$ cat config.mk
export PLATFORM = sky130hd
export DESIGN_NAME = bo_bc_mult
export DESIGN_NICKNAME = d
export VERILOG_FILES = /design/src/rtl/bo_bc_mult.sv
export SDC_FILE = /design/constraint.sdc
export NUM_CORES = 1
export LEC_CHECK = 0
export CORE_MARGIN = 4
export CORE_UTILIZATION = 45
export DETAILED_ROUTE_END_ITERATION = 16
export DONT_BUFFER_PORTS = 1
export PLACE_DENSITY_LB_ADDON = 0.08
export SYNTH_ARGS = -nofsm -noshare
export SYNTH_HDL_FRONTEND = slang
export SYNTH_SLANG_ARGS = --single-unit
$ cat constraint.sdc
create_clock -name clk -period 1.85 [get_ports clk]
set_input_delay 0.37 -clock clk [delete_from_list [all_inputs] [get_ports clk]]
set_output_delay 0.37 -clock clk [all_outputs]
set_load 0.03 [all_outputs]
$ cat src/rtl/bo_bc_mult.sv
// bo_bc_mult: W-bit sequential shift-add multiplier with start/busy/done handshake.
// Operand registers, accumulator and iteration counter sit alongside a
// three-state control FSM (IDLE -> CALC -> DONE). The product is 2W bits wide.
// Optional feature: define MULT_ABORT_EN to add the ABORTA input, which sends
// the FSM back to IDLE from CALC or DONE.
module bo_bc_mult #(
   parameter int W = 8
) (
   input  logic           clk,
   input  logic           rst,
   input  logic           INICIO,
   input  logic [W-1:0]   A,
   input  logic [W-1:0]   B,
`ifdef MULT_ABORT_EN
   input  logic           ABORTA,
`endif
   output logic [2*W-1:0] P,
   output logic           OCUPADO,
   output logic           PRONTO
);

   localparam int CW = $clog2(W + 1);
   localparam logic [CW-1:0] CNT_LAST = CW'(W - 1);
   localparam logic [CW-1:0] CNT_ONE  = CW'(1);

   typedef enum logic [1:0] {
      IDLE = 2'b00,
      CALC = 2'b01,
      DONE = 2'b10
   } state_t;

   state_t           state_r;
   state_t           state_nx_s;
   logic [W-1:0]     md_r;
   logic [2*W-1:0]   acc_r;
   logic [CW-1:0]    cnt_r;
   logic [W:0]       sum_s;
   logic [2*W-1:0]   acc_shift_s;
   logic             abort_s;

`ifdef MULT_ABORT_EN
   assign abort_s = ABORTA;
`else
   assign abort_s = 1'b0;
`endif

   // Control state register.
   always_ff @(posedge clk) begin
      if (!rst) begin
         state_r <= IDLE;
      end else begin
         state_r <= state_nx_s;
      end
   end

   // Next-state logic; abort outranks INICIO, and DONE waits for INICIO to drop.
   always_comb begin
      state_nx_s = state_r;
      case (state_r)
         IDLE: begin
            if (INICIO) begin
               state_nx_s = CALC;
            end else begin
               state_nx_s = IDLE;
            end
         end
         CALC: begin
            if (abort_s) begin
               state_nx_s = IDLE;
            end else if (cnt_r == CNT_LAST) begin
               state_nx_s = DONE;
            end else begin
               state_nx_s = CALC;
            end
         end
         DONE: begin
            if (abort_s) begin
               state_nx_s = IDLE;
            end else if (INICIO) begin
               state_nx_s = DONE;
            end else begin
               state_nx_s = IDLE;
            end
         end
         default: begin
            state_nx_s = IDLE;
         end
      endcase
   end

   // One shift-add iteration; the carry of the upper-half add lands in the
   // sum MSB and becomes the accumulator MSB after the right shift.
   always_comb begin
      sum_s       = {1'b0, acc_r[2*W-1:W]} + (acc_r[0] ? {1'b0, md_r} : {(W+1){1'b0}});
      acc_shift_s = {sum_s, acc_r[W-1:1]};
   end

   // Datapath registers and handshake outputs, all decoded from the next state
   // so OCUPADO/PRONTO are glitch-free flops aligned with the FSM.
   always_ff @(posedge clk) begin
      if (!rst) begin
         md_r    <= {W{1'b0}};
         acc_r   <= {(2*W){1'b0}};
         cnt_r   <= {CW{1'b0}};
         P       <= {(2*W){1'b0}};
         OCUPADO <= 1'b0;
         PRONTO  <= 1'b0;
      end else begin
         OCUPADO <= (state_nx_s == CALC);
         PRONTO  <= (state_nx_s == DONE);
         case (state_r)
            IDLE: begin
               if (INICIO) begin
                  md_r  <= A;
                  acc_r <= {{W{1'b0}}, B};
                  cnt_r <= {CW{1'b0}};
               end
            end
            CALC: begin
               if (!abort_s) begin
                  acc_r <= acc_shift_s;
                  cnt_r <= cnt_r + CNT_ONE;
                  if (cnt_r == CNT_LAST) begin
                     P <= acc_shift_s;
                  end
               end
            end
            default: begin
               md_r <= md_r;
            end
         endcase
      end
   end

endmodule

==> results.md <==
* Status: complete, but fails checks
* Violated checks: setup timing
* Worst skew pair latency at 300 ps
* Hold-critical path depth at 1
* Clock buffer depth at 2
* Post-Syn Instances at 254
* DRC violations left at 0
* Number of synthesized flops with an enable pin at 0
* DP HPWL at approximately 3.7 mm
* MaxCap Viol Count at 0
* Least-Margin Pin Slew at between 400 and 500 ps
* CP max FO at 6
* Final slew viol count at 0
* Largest family of logic cells by synthesized area: compound AO/OA/AOI/OAI gates
* Post-synth top area cell: dfxtp_1
* Inserted Diodes at 0
* Arrival time worst endpoint at 2110 ps
* Peak VDD IR at a little under 0.4 mV
* Core area at between 4000 and 5000 sq um
* Starting DRT DRC Count at 66
* Initial antenna violation count at 0
* DRT antenna net count at 0
* Htree depth at 2
* Synth Area in Adders at 6.04%
* Synth Area in Compound Gates at a little over a quarter
* Multi-input gate area at 1240 sq um
* Full die area at 6060 sq um
* Combinational Power Share at 8.0%
* Fin crit period at 1910 ps
* P&R area growth vs syn at 17.0%
* Mapped Nets at roughly 280
* Async S/R FF share, synth at 0%
* Synth top area share at between 40% and 50%
* Via Count at between 1500 and 2000
* Worst r2r src: acc_r[0]$_SDFFE_PN0P_
* Power Density at 755 nW/um^2
* End of the worst register-to-register path: acc_r[13]$_SDFFE_PN0P_
* Die W at 77.9 microns
* DP Worst Slack at -138 ps
* WS Path Type: flip-flop to flip-flop
* Row cnt at 25
* Fin cells at between 300 and 400
* Area contributors post-synth: dfxtp_1, a21boi_0, nand2_1
* Drt first pass iters at 4
* R2r setup slk at -60 ps
* XOR/XNOR Fraction of Synth Area at 1.20%
* Clock share of power at 35.5%
* Netlist cell types at 41
* Worst Hold Path EP: state_r[1]$_SDFF_PN0_
* PortBufs at 0
* Setup TNS at -128 ps
* GRT overflow at 0
* Syn Std Cell Area at about 2200 sq um
* Crit. End Element: flip-flop
* Final WL at ~5.3 mm
* Gr usage total at 18.0%
* Clk_skew at between 9 and 10 ps
* Hold Path Origin: rst
* Worst Slack Setup Final at -57.0 ps
* Clock slew at reported path FFs at 100 ps
* Die height at 77.9 microns
* Max transition margin at 68.6%
* Switching power of the nets at 0.487 mW
* Part of the power in registers at between 50% and 60%
* HP Class: input port to flip-flop
* Final Hold Viols at 0
* YS warnings at 0
* Cells after DPL at 324
* Top-Level Pins at 37
* Wire length per cell at around 16 microns
* TritonCTS Sinks at between 40 and 50
* Syn_area_per_cell at 8.65 sq um
* Setup crit start: acc_r[0]$_SDFFE_PN0P_
* TritonCTS Buffers at 5
* Final setup fails at 4
* Initial core utilization at 46.5%
* #FFs+latches synth at between 40 and 50
* Critical path required time at roughly 2000 ps
* CTS tree: yes
* Drt via density at 5.38
* P_leak at 0.962 nW
* Mux contribution to synthesized area at 0.456%
* Vias in the first global route at 1791
* Fillers at between 400 and 500
* Main synth FF type: dfxtp_1
* Final instance area at 2570 sq um
* GPL Wtd Cong at a little under 0.8
* Fmax at around 520 MHz
* Largest net degree at the start of global routing at 57
* Sw frac at 25.1%
* Sequential area share after synthesis at between 40 and 50%
* DP Area at 2350 sq um
* Crit path launch type: flip-flop
* First-pass GRT wire length at 8.64 mm
* Int Pwr at 1.45 mW
* Fin nets at 297
* Simple-Gate Fraction of Synth Area at 18.1%
* Clock root cell: clkbuf_8
* RSZ-0062 raised after global routing: true
* Fin crit share at 103%
* Register area at 965 sq um
* Layout cells sized above 1 at between 10% and 20%
* Reg2Reg Depth at 7
## critical path: stages (launching register included)
cell,delay [ps]
dfxtp_4,370
and2_4,140
ha_4,160
fa_2,340
a21o_1,190
a221oi_2,300
xor2_1,230
o21ai_1,70
## synth_stat cells, drive strengths merged (2+ instances only)
cell type	n
xor2	2
nand2b	3
ha	9
o21ai	27
nand3	10
o21a	3
a21boi	20
inv	3
nor2b	5
o311ai	4
nand2	38
and2	12
a21oi	16
o2111ai	4
dfxtp	48
a21o	2
nand3b	2
clkbuf	11
buf	4
a22oi	2
nor2	6
o22ai	8
or2	2
## layout by cell type (no fill, tap or decap), types with 3 or more instances in the layout
cell / Yosys / final
dfxtp_1: 48 / 47
nand2_1: 38 / 38
o21ai_0: 26 / 22
buf_4: 0 / 21
a21boi_0: 19 / 19
a21oi_1: 16 / 14
and2_1: 12 / 10
nand3_1: 10 / 9
o22ai_1: 8 / 8
ha_1: 9 / 7
clkbuf_8: 0 / 6
nor2_1: 5 / 5
nor2b_1: 5 / 5
o21ai_1: 1 / 5
inv_1: 3 / 3
nand2b_1: 3 / 3
o21a_1: 3 / 3
## metal layers
metal	share of wire [%]	wire, microns	vias up	GRT usage [%]
li1	-	-	929	-
met1	45	2390	843	22.4
met2	49	2590	33	29.5
met3	4.9	257	4	5.68
met4	0.68	36	0	5.87
met5	0	0	-	0
## registers in the layout, indices dropped and copies added (netlist names)
signal	count
P	16
md_r	8
OCUPADO	1
state_r	2
cnt_r	4
acc_r	16
PRONTO	1
## how the worst max path moves through the flow
stage                                         to  slack [ps]  cells after the start
after global placement        P[13]$_SDFFE_PN0P_         -90                      7
after floorplan               P[13]$_SDFFE_PN0P_        0.04                      7
after CTS                 acc_r[13]$_SDFFE_PN0P_         -70                      7
final                     acc_r[13]$_SDFFE_PN0P_         -60                      7
after global routing      acc_r[13]$_SDFFE_PN0P_        -150                      7
after detailed placement  acc_r[13]$_SDFFE_PN0P_        -140                      7
## power by group through the flow
stage               registers (mW)  logic, mW  clock network [mW]
detailed placement            1.12      0.140                   0
global route                  1.10      0.173               0.752
global placement              1.12      0.138                   0
finish                        1.10      0.155               0.688
CTS                           1.10      0.151               0.719
floorplan                     1.11      0.115                   0
## through the flow
step                      hold slack [ps]  util (%)  power (mW)
after global placement                463      49.8        1.26
after global routing                  177      54.4        2.03
after detailed placement              473      49.8        1.26
final                                 186      54.4        1.94
after floorplan                       442         -        1.23
after CTS                             173      52.9        1.97
## layout make-up
type | instances | area share [%]
clock buffer | 6 | 3.21
clock inverter | 2 | 0.682
inverter | 4 | 0.584
multi-input combinational | 187 | 48.2
sequential | 48 | 37.5
tap | 67 | 3.26
timing repair buffer | 22 | 6.57
## cell families (layout without fill, tap and decap cells)
kind of cell	count (synthesis)	count (layout)
AOI/OAI and AO/OA	91	91
xor gates and xnor gates	3	3
adders and majority gates	10	10
buffers and inverters	19	34
DFF	48	48
muxes	1	1
and+or+nand+nor	82	82
## what timing repair did
| item | 4_1_cts | 5_1_grt |
|---|---|---|
| setup endpoints to repair | 6 | 13 |
| cloned | 0 | 0 |
| resized for setup | 7 | 12 |
| hold endpoints to repair | 0 | 0 |
| setup buffers | 3 | 1 |
| pin swaps | 8 | 11 |
| hold buffers | 0 | 0 |
Power figures use the tool's default switching activity.
